<file path="config.mk">
export PLATFORM = sky130hd
export DESIGN_NAME = uart_mmio_tx
export DESIGN_NICKNAME = d
export VERILOG_FILES = /design/src/rtl/uart_pkg.sv /design/src/rtl/tx_fifo.sv /design/src/rtl/uart_mmio_tx.sv
export SDC_FILE = /design/constraint.sdc
export NUM_CORES = 1
export LEC_CHECK = 0
export CAP_MARGIN = 40
export CORE_UTILIZATION = 25
export CTS_CLUSTER_SIZE = 8
export DETAILED_ROUTE_END_ITERATION = 8
export GPL_TIMING_DRIVEN = 1
export PLACE_DENSITY_LB_ADDON = 0.2
export SYNTH_ARGS = -nofsm -noshare
export SYNTH_HDL_FRONTEND = slang
export SYNTH_SLANG_ARGS = --single-unit
export TNS_END_PERCENT = 1
</file>
<file path="constraint.sdc">
create_clock -name clk -period 3.17 [get_ports clk]
set_input_delay 0.634 -clock clk [delete_from_list [all_inputs] [get_ports clk]]
set_output_delay 0.634 -clock clk [all_outputs]
set_load 0.01 [all_outputs]
</file>
<file path="src/rtl/uart_pkg.sv">
// uart_pkg: transmit-side state encoding and default bit timing, shared with the UART receiver
package uart_pkg;

    localparam int CLKS_PER_BIT_DEFAULT = 868;

    typedef enum logic [1:0] {
        IDLE,
        START,
        DATA,
        STOP
    } tx_state_e;

endpackage

</file>
<file path="src/rtl/tx_fifo.sv">
// tx_fifo: byte FIFO with wrap-bit pointers; a push while full is taken only alongside a pop
module tx_fifo #(
    parameter int DEPTH = 8
) (
    input  logic                    clk,
    input  logic                    Rst,
    input  logic                    push,
    input  logic                    pop,
    input  logic [7:0]              din,
    output logic [7:0]              dout,
    output logic                    full,
    output logic                    empty,
    output logic [$clog2(DEPTH):0]  count
);
    localparam int AW = $clog2(DEPTH);
    localparam logic [AW:0] FULL_CNT = (AW+1)'(DEPTH);

    logic [7:0]  mem_q [DEPTH];
    logic [AW:0] wr_q, rd_q;
    logic        do_push, do_pop;

    assign count   = wr_q - rd_q;
    assign full    = count == FULL_CNT;
    assign empty   = count == '0;
    assign do_pop  = pop && !empty;
    assign do_push = push && (!full || do_pop);
    assign dout    = mem_q[rd_q[AW-1:0]];

    always_ff @(posedge clk) begin
        if (Rst) begin
            wr_q <= '0;
            rd_q <= '0;
        end else begin
            if (do_push) begin
                mem_q[wr_q[AW-1:0]] <= din;
                wr_q <= wr_q + (AW+1)'(1);
            end
            if (do_pop) rd_q <= rd_q + (AW+1)'(1);
        end
    end

endmodule

</file>
<file path="src/rtl/uart_mmio_tx.sv">
// uart_mmio_tx: MMIO-fed 8N1 UART transmitter; bytes queue in tx_fifo and leave LSB first
module uart_mmio_tx
    import uart_pkg::*;
#(
    parameter int CLKS_PER_BIT = CLKS_PER_BIT_DEFAULT,
    parameter int FIFO_DEPTH   = 8
) (
    input  logic                         clk,
    input  logic                         Rst,
    input  logic                         mmio_wea,
    input  logic [31:0]                  mmio_dat,
    output logic                         tx,
    output logic                         tx_busy,
    output logic                         fifo_full,
    output logic [$clog2(FIFO_DEPTH):0]  fifo_count,
    output logic                         overflow
);
    localparam int CW = (CLKS_PER_BIT > 1) ? $clog2(CLKS_PER_BIT) : 1;
    localparam logic [CW-1:0] BAUD_LAST = CW'(CLKS_PER_BIT - 1);

    tx_state_e     state_q, state_d;
    logic [CW-1:0] baud_q, baud_d;
    logic [2:0]    bit_q, bit_d;
    logic [7:0]    shift_q, shift_d;
    logic          tx_q, tx_d;
    logic          ovf_q, ovf_d;
    logic          pop, empty, baud_done;
    logic [7:0]    head;
    logic          dat_unused;

    assign dat_unused = ^mmio_dat[31:8];

    tx_fifo #(.DEPTH(FIFO_DEPTH)) u_fifo (
        .clk   (clk),
        .Rst   (Rst),
        .push  (mmio_wea),
        .pop   (pop),
        .din   (mmio_dat[7:0]),
        .dout  (head),
        .full  (fifo_full),
        .empty (empty),
        .count (fifo_count)
    );

    assign baud_done = baud_q == BAUD_LAST;

    always_comb begin
        state_d = state_q;
        bit_d   = bit_q;
        shift_d = shift_q;
        pop     = 1'b0;
        unique case (state_q)
            IDLE: begin
                pop     = !empty;
                state_d = empty ? IDLE : START;
                shift_d = empty ? shift_q : head;
                bit_d   = '0;
            end
            START: state_d = baud_done ? DATA : START;
            DATA: begin
                state_d = (baud_done && bit_q == 3'd7) ? STOP : DATA;
                bit_d   = baud_done ? bit_q + 3'd1 : bit_q;
                shift_d = baud_done ? shift_q >> 1 : shift_q;
            end
            STOP:    state_d = baud_done ? IDLE : STOP;
            default: state_d = IDLE;
        endcase
        // every state change happens on baud_done or out of IDLE, so this also clears on entry
        baud_d = (state_q == IDLE || baud_done) ? '0 : baud_q + CW'(1);
        tx_d   = (state_d == START) ? 1'b0 : (state_d == DATA) ? shift_d[0] : 1'b1;
        ovf_d  = ovf_q || (mmio_wea && fifo_full && !pop);
    end

    always_ff @(posedge clk) begin
        if (Rst) begin
            state_q <= IDLE;
            baud_q  <= '0;
            bit_q   <= '0;
            shift_q <= '0;
            tx_q    <= 1'b1;
            ovf_q   <= 1'b0;
        end else begin
            state_q <= state_d;
            baud_q  <= baud_d;
            bit_q   <= bit_d;
            shift_q <= shift_d;
            tx_q    <= tx_d;
            ovf_q   <= ovf_d;
        end
    end

    assign tx       = tx_q;
    assign tx_busy  = (state_q != IDLE) || !empty;
    assign overflow = ovf_q;

endmodule
</file>
==> run_results.csv <==
group,metric,value,unit
cts,numCtsBuffers,9,
synthesis,synth_top_area_share,0.454,
cts,clockBufferDepth,2,
routing,num_vias,2516,
grt,grt_overflow,0,
cts,clock_latency,0.34,ns
synthesis,ys_types,53,
critical_path,cp_slowest_cell,"clkdlybuf4s50_1",
place,finalWeightedCongestion,0.717,
critical_path,slowest_delay,0.57,ns
place,pre_cts_slack,0.240,ns
cts,path_clk_slew,0.07,ns
routing,firstDrtPassIters,5,
cells_and_area,area_delta_synth_final,19.3,%
critical_path,crit_top_cell,"a21oi_1",
synthesis,async_flop_share,0,
critical_path,cp_num_cells,6,
grt,antenna_found_initial,0,
floorplanning,dieArea,0.0175,mm2
sta,fin_ws,0.189,ns
cells_and_area,stdcell_area,0.00505,mm2
floorplanning,start_util,0.255,
sta,clock.fmax,335,MHz
synthesis,syn_area_per_cell,13.4,um2
critical_path,critPathKind,"flop to output port",
critical_path,cp-start-kind,"flop",
critical_path,reg2reg_to,"u_fifo.mem_q[4][5]$_DFFE_PP_",
grt,grt_use_met3,0.0269,
routing,routedWlPerCell,14.9,um
synthesis,synth_top_cell_by_area,"edfxtp_1",
pwr,p_leak,1.68,nW
floorplanning,rows,47,
sta,worst_slew_pin_slew,0.771,ns
critical_path,cp_top_family,"buffers and inverters",
place,dp_hpwl,5.66,mm
pwr,total_power,0.00391,W
hold_path,whs_path_depth,2,
critical_path,r2r_slack,0.39,ns
place,portBuffers,18,
cells_and_area,diodes,0,
synthesis,yosys-top-cells-area,"edfxtp_1, dfxtp_1, mux4_2",
cts,cts.hold.buffers_added,0,
sta,min_period,2.98,ns
synthesis,syn-cell-area,0.00423,mm2
grt,first_global_vias,2519,
sta,hold_viol_final,0,
floorplanning,ios,43,
pwr,p_per_area,773,mW/mm2
synthesis,ys.flop_type,"edfxtp_1",
pwr,peakVddDrop,0.000318,V
critical_path,crit_fanout,4,
synthesis,yosys_warnings,0,
synthesis,ys_seq_elements,100,
place,post-place-cells,559,
routing,drtAntennaViolNets,0,
synthesis,syn-num-nets,359,
floorplanning,die_h,132,um
critical_path,worstPathArrival,2.35,ns
critical_path,crit_buf_inv,2,
place,place_area,0.00476,mm2
critical_path,crit_chain,"inv_1, ha_1, a21oi_1, a21oi_1, nor2_2, clkdlybuf4s50_1",
grt,met2_usage,0.176,
cells_and_area,final_common_cell,"edfxtp_1",
hold_path,hold_end,"overflow$_SDFF_PP0_",
sta,clock_skew,0.00546,ns
critical_path,r2r-start,"u_fifo.wr_q[0]$_SDFFE_PP0P_",
cells_and_area,final_cells,575,
cells_and_area,n_fill_cell,1696,
outcome,status,"finished clean",
sta,rsz0062_at_grt,"no",
grt,grt_pass1_wl,13.8,mm
synthesis,syn_inst,315,
cts,ctsHtreeMaxLevel,3,
critical_path,rr_worst_depth,11,
sta,worst_slew_margin_rel,0.485,
cells_and_area,layout.nets,394,
flow_run,cap_violations,0,
critical_path,worstPathRequired,2.54,ns
sta,period_share,0.941,
routing,totalWireLength,8.55,mm
synthesis,synth_edf_count,64,
grt,grt_max_degree,31,
critical_path,end_kind,"output port",
routing,route.detailed.drc,0,
synthesis,seq_area_frac_synth,0.624,
hold_path,hp-start,"overflow$_SDFF_PP0_",
sta,setup_violations,0,
grt,grt_usage,0.105,
hold_path,hold_class,"flop to flop",
floorplanning,fp.coreArea,0.0166,mm2
cts,clkSinkCount,100,
grt,grt_use_met1,0.132,
floorplanning,die_w,132,um
cts,tritoncts,"yes",
cts,clockRootBuffer,"clkbuf_16",
routing,via_per_inst,4.38,
cells_and_area,drive_above_1_share,0.163,
cells_and_area,mostFrequentLayoutCells,"edfxtp_1, dfxtp_1, nor2_1, buf_4, clkdlybuf4s50_1",
grt,grt_most_used_layer,"met2",
routing,first_iter_violations,135,
sta,drv_slew,0,
[state kept, by name, summed over array words and instances (netlist names), named ones only]
signal        flops
u_fifo.mem_q     64
baud_q           10
shift_q           8
u_fifo.rd_q       4
u_fifo.wr_q       4
bit_q             3
state_q           2
overflow          1
tx                1
[routing by layer]
layer / routed length (um) / share of wire
met5: 0 / 0
met4: 86 / 0.010
met3: 264 / 0.031
met1: 4000 / 0.47
met2: 4200 / 0.49
[cell families (layout without fill, tap and decap cells)]
family,after synthesis,count (layout),share of synthesized area
buf+inv,24,64,0.0266
xor+xnor,14,14,0.0290
compound gates,51,51,0.0869
fa+ha+maj,9,9,0.0284
simple gates,92,92,0.119
mux,25,25,0.0860
flops,100,100,0.624
[power breakdown]
| part | internal (W) | switching, W |
|---|---|---|
| logic | 0.000586 | 0.000648 |
| clock network | 0.000545 | 0.000508 |
| registers | 0.00150 | 0.000120 |
| total | 0.00263 | 0.00128 |
[per-stage QoR]
| step | setup TNS (ns) | util | hold WS (ns) |
|---|---|---|---|
| final | 0 | 0.305 | 0.474 |
| after CTS | -0.0610 | 0.304 | 0.480 |
| after global routing | 0 | 0.305 | 0.492 |
| after global placement | 0 | 0.287 | 0.446 |
| after floorplan | 0 | - | 0.438 |
| after detailed placement | 0 | 0.287 | 0.466 |
[worst max path at each step]
stage                                           start                           end
after CTS                 u_fifo.wr_q[0]$_SDFFE_PP0P_                       tx_busy
after floorplan           u_fifo.wr_q[0]$_SDFFE_PP0P_  u_fifo.mem_q[4][0]$_DFFE_PP_
after global placement    u_fifo.wr_q[0]$_SDFFE_PP0P_  u_fifo.mem_q[6][6]$_DFFE_PP_
after global routing      u_fifo.rd_q[2]$_SDFFE_PP0N_                 fifo_count[3]
final                     u_fifo.rd_q[2]$_SDFFE_PP0N_                 fifo_count[3]
after detailed placement  u_fifo.wr_q[0]$_SDFFE_PP0P_                     fifo_full
[synthesized netlist by cell type, types with 2 or more instances]
cell and n:
inv_1 10, and4_1 3, or3_1 6, edfxtp_1 64
clkbuf_1 6, and3_1 4, or3_2 3, xnor2_1 5
mux4_2 9, a21oi_1 14, o21ai_0 6, xor2_1 9
nor3_1 3, buf_1 2, and2_1 3, mux2i_1 15
nor3b_1 3, o2bb2ai_1 5, buf_2 3, dfxtp_1 36
nor2_1 27, and3b_1 3, nand2_1 10, buf_6 2
nor2b_1 4, a31oi_1 9, ha_1 8, nand3_1 13
o211ai_1 6
[layout make-up]
class | instances | area [um2] | share of cell area
Inverter | 10 | 37.5 | 0.00743
Timing Repair Buffer | 38 | 332 | 0.0657
Clock inverter | 7 | 56.3 | 0.0111
Multi-Input combinational cell | 191 | 1480 | 0.293
Clock buffer | 9 | 225 | 0.0446
Tap cell | 220 | 275 | 0.0545
Sequential cell | 100 | 2640 | 0.524
[worst reg2reg max path: cells and delay by family (launching register included)]
family          cells  cell delay [ns]
compound gates      1             0.08
flops               1             0.34
buf+inv             4             0.53
fa+ha+maj           2             0.53
xor+xnor            1             0.18
simple gates        3             0.84
[what timing repair did]
| action | 4_1_cts | 5_1_grt |
|---|---|---|
| endpoints found under the setup margin | 2 | 3 |
| setup buffers | 0 | 0 |
| resized for setup | 1 | 3 |
| pin swaps | 0 | 0 |
Note: power is estimated with default switching activity, not from simulation.
==> patch 1: new RTL, same flow settings <==
Put one more register stage on the output `tx`, without a reset. The value now appears one clock later. The other outputs are not delayed to match.
--- a/src/rtl/uart_mmio_tx.sv
+++ b/src/rtl/uart_mmio_tx.sv
@@ -90,5 +90,7 @@
     end
 
-    assign tx       = tx_q;
+    always_ff @(posedge clk) begin
+        tx <= tx_q;
+    end
     assign tx_busy  = (state_q != IDLE) || !empty;
     assign overflow = ovf_q;
Behaviour: not the same (Yosys sat finds a counterexample within 4 cycles, from zero or initial values and one cycle with Rst high).
==> patch 1 against the unedited design <==
- power up 4.1%
- first-iteration DRC count down 47%
- highest routed layer unchanged
- setup slack better by 0.015 ns
- core utilization up 0.34 points
- synthesized cell count up 0.32%
- sequential share of layout area down 0.19 points
- global-route usage up 0.11 points
- sequential cell count up 1
- area after synthesis up 0.47%
- wire length up 1.3%
- largest power group unchanged
- largest cell class unchanged
- maximum frequency up 0.50%
- worst hold slack worse by 0.14 ns
- via count up 1.3%
- final area up 1.1%
==> patch 1: results (changes against the unedited design) <==
cells_and_area:
  nClkBuffers: 9  # unchanged
  fin_nets: 395  # +0.25%
  utilization: 0.308  # +0.00339
  num-fill-cells: 1688  # -0.47%
  final_cells: 576  # +0.17%
  drive_above_1_share: 0.163  # -0.000459
  regArea_mm2: 0.00266  # +0.76%
  clkCellAreaFrac: 0.0630  # +0.00723
setup_path:
  reg2reg_slack_ns: 0.41  # +0.02 ns
  reg2reg_depth: 10  # -1
grt:
  grt_pass1_vias: 2606  # +3.5%
  globalRouteMet2Util: 0.181  # +0.00521
  gr-usage-all-layers: 0.106  # +0.00113
timing:
  fin_crit_ns: 2.97  # -0.0149 ns
  final.setup_skew_ns: 0.00588  # +0.000418 ns
worst_hold_path:
  hp-start: "tx_q"
  hold-path-endpoint: "tx"
  hold_depth: 0  # -2
synthesis:
  synth_seq_area_share: 0.626  # +0.00177
  synth_nets: 360  # +0.28%
  synth_seq_cells: 101  # +1.0%
  avgSynthCellArea_um2: 13.5  # +0.15%
  synthTopCellsByArea: "edfxtp_1 (45%), dfxtp_1 (17%), mux4_2 (4.8%)"
pwr:
  ir_worst_vdd_uv: 414  # +30%
  p_sw_mw: 1.25  # -1.7%
route:
  drt-initial-drc-count: 71  # -47%
  met1Wirelength_um: 3990  # -0.42%
  drt_wl_total_um: 8660  # +1.3%
  wl_met3_um: 352  # +33%
  met2_wirelength_um: 4240  # +0.95%
  vias_per_cell: 4.43  # +1.1%
clocking:
  cts_resized: 3  # +2
  clk_latency_ns: 0.34  # about the same
place:
  gp_congestion: 0.699  # -2.4%
  hpwl_um: 5830  # +3.0%
  dp.cells: 560  # +0.18%
  pre_cts_ws_ns: 0.292  # +0.0516 ns
run_status:
  outcome: "completed"
floorplanning:
  fp.dieArea_mm2: 0.0175  # +0.46%
patch 1: changes by cell type in the layout (fill, tap and decap cells not counted):
cell	delta
dlymetal6s2s_1	-1
dlygate4sd2_1	+1
bufinv_16	+2
inv_6	-1
inv_8	-1
dfxtp_1	+1
patch 1: power groups by stage:
| stage | logic (mW) | registers [mW] | clock network, mW |
|---|---|---|---|
| final | 1.24 | 1.64 | 1.18 |
| after global routing | 1.39 | 1.66 | 1.27 |
| after CTS | 1.27 | 1.65 | 1.21 |
| after detailed placement | 1.28 | 1.68 | 0 |
| after global placement | 1.26 | 1.67 | 0 |
| after floorplan | 0.890 | 1.60 | 0 |
patch 1: cell families after synthesis:
logic type	Yosys count	share of synthesized area
AO/OA/AOI/OAI	51	0.0865
XOR/XNOR	14	0.0288
adder cells (fa/ha/maj)	9	0.0282
multiplexers	25	0.0856
flip-flops	101	0.626
buffers and inverters	24	0.0265
AND/OR/NAND/NOR	92	0.118
==> patch 2: new RTL, config.mk and constraints unchanged <==
Without the edit above. `CLKS_PER_BIT_DEFAULT`: 868 -> 1736.
--- a/src/rtl/uart_pkg.sv
+++ b/src/rtl/uart_pkg.sv
@@ -2,5 +2,5 @@
 package uart_pkg;
 
-    localparam int CLKS_PER_BIT_DEFAULT = 868;
+    localparam int CLKS_PER_BIT_DEFAULT = 1736;
 
     typedef enum logic [1:0] {
Check against the original RTL: no difference found for any inputs over 10 cycles, from zero or initial values and one cycle with Rst high; that may be too few to reach the edited logic, so the function may still have changed.
==> patch 2 against the unedited design <==
- worst hold slack gained 0.0013 ns
- setup slack lost 0.010 ns
- final area grew 2.9%
- area after synthesis grew 3.5%
- first-iteration DRC count shrank 27%
- wire length grew 0.98%
- power shrank 1.1%
- sequential cell count grew 1
- critical path type unchanged
==> patch 2: results (changes against the unedited design) <==
cells_and_area:
  n_all_inverters: 8  # -2
  n_all_buffers: 34  # -11%
  area_share_nonclk_buffers: 0.0626  # -0.00308
  num-fill-cells: 1771  # +4.4%
  utilization: 0.303  # -0.00185
pwr:
  ir_worst_vdd_uv: 302  # -5.1%
  power-per-cell-area_mw_per_mm2: 743  # -3.9%
  p_seq_frac: 0.419  # +0.005
  combinationalPowerShare: 0.311  # -0.005
route:
  vias_per_cell: 4.46  # +1.9%
  dr_total_vias: 2581  # +2.6%
  first_pass_iters: 4  # -1
setup_path:
  reg2reg_slack_ns: 0.54  # +0.15 ns
  worstPathMaxFanout: 2  # -2
  r2r-end: "u_fifo.mem_q[7][0]"
grt:
  grt_max_degree: 27  # -13%
  gr-usage-all-layers: 0.104  # -0.000975
synthesis:
  synth_nets: 361  # +0.56%
  synth_cell_type_count: 59  # +11%
  synthTopCellsByArea: "edfxtp_1 (44%), dfxtp_1 (17%), mux4_2 (7.2%)"
  postSynthCellCount: 317  # +0.63%
run_status:
  outcome: "completed"
worst_hold_path:
  hold-path-endpoint: "baud_q[0]"
place:
  hpwl_um: 5920  # +4.5%
floorplanning:
  die_h_um: 134  # +1.7%
timing:
  hold_slack_ns: 0.476  # +0.00132 ns
patch 2: cell count changes after synthesis, moves of 4 or more:
cell       change
a21oi_1        -4
mux2_2         +6
mux2i_1       -12
mux4_2         +5
nand2_1       +17
nor2_1         -4
o211ai_1       -6
o21ai_0        -4
o2bb2ai_1      -5
patch 2: cells by family after synthesis:
| group | Yosys count | share of synthesized area |
|---|---|---|
| AND/OR/NAND/NOR | 111 | 0.144 |
| flip-flops | 101 | 0.608 |
| AO/OA/AOI/OAI | 37 | 0.0646 |
| multiplexers | 24 | 0.0969 |
| buffers and inverters | 21 | 0.0297 |
| XOR/XNOR | 14 | 0.0297 |
| adder cells (fa/ha/maj) | 9 | 0.0274 |
patch 2: worst max-delay path, stage by stage, from the launching register on:
cell      delay [ns]
dfxtp_1         0.32
inv_1           0.07
ha_1            0.15
inv_1           0.05
fa_2            0.35
xnor2_2         0.16
nand3_2         0.11
or3_4           0.34
or3_1           0.33
clkbuf_2        0.14
patch 2: worst max-delay path by stage:
stage              startpoint      end  slack [ns]  cells past startpoint
2_1_floorplan  u_fifo.wr_q[0]  tx_busy        0.44                      8
3_3_place_gp   u_fifo.wr_q[0]  tx_busy        0.06                      9
3_5_place_dp   u_fifo.wr_q[0]  tx_busy        0.05                      9
4_1_cts        u_fifo.wr_q[0]  tx_busy        0.04                      9
5_1_grt        u_fifo.wr_q[0]  tx_busy        0.02                      9
6_report       u_fifo.wr_q[0]  tx_busy        0.18                      9
patch 2: routing by layer:
layer  GRT usage  routed length [µm]
met1       0.138                4210
met5           0                   0
met4      0.0281                  51
met3      0.0227                 215
met2       0.171                4160
patch 2: repair_timing:
action	CTS	global route
hold buffers	0	0
hold endpoints to repair	0	0
pin swaps	1	0
endpoints found under the setup margin	2	2
gates cloned	0	0
gates resized for setup	7	2
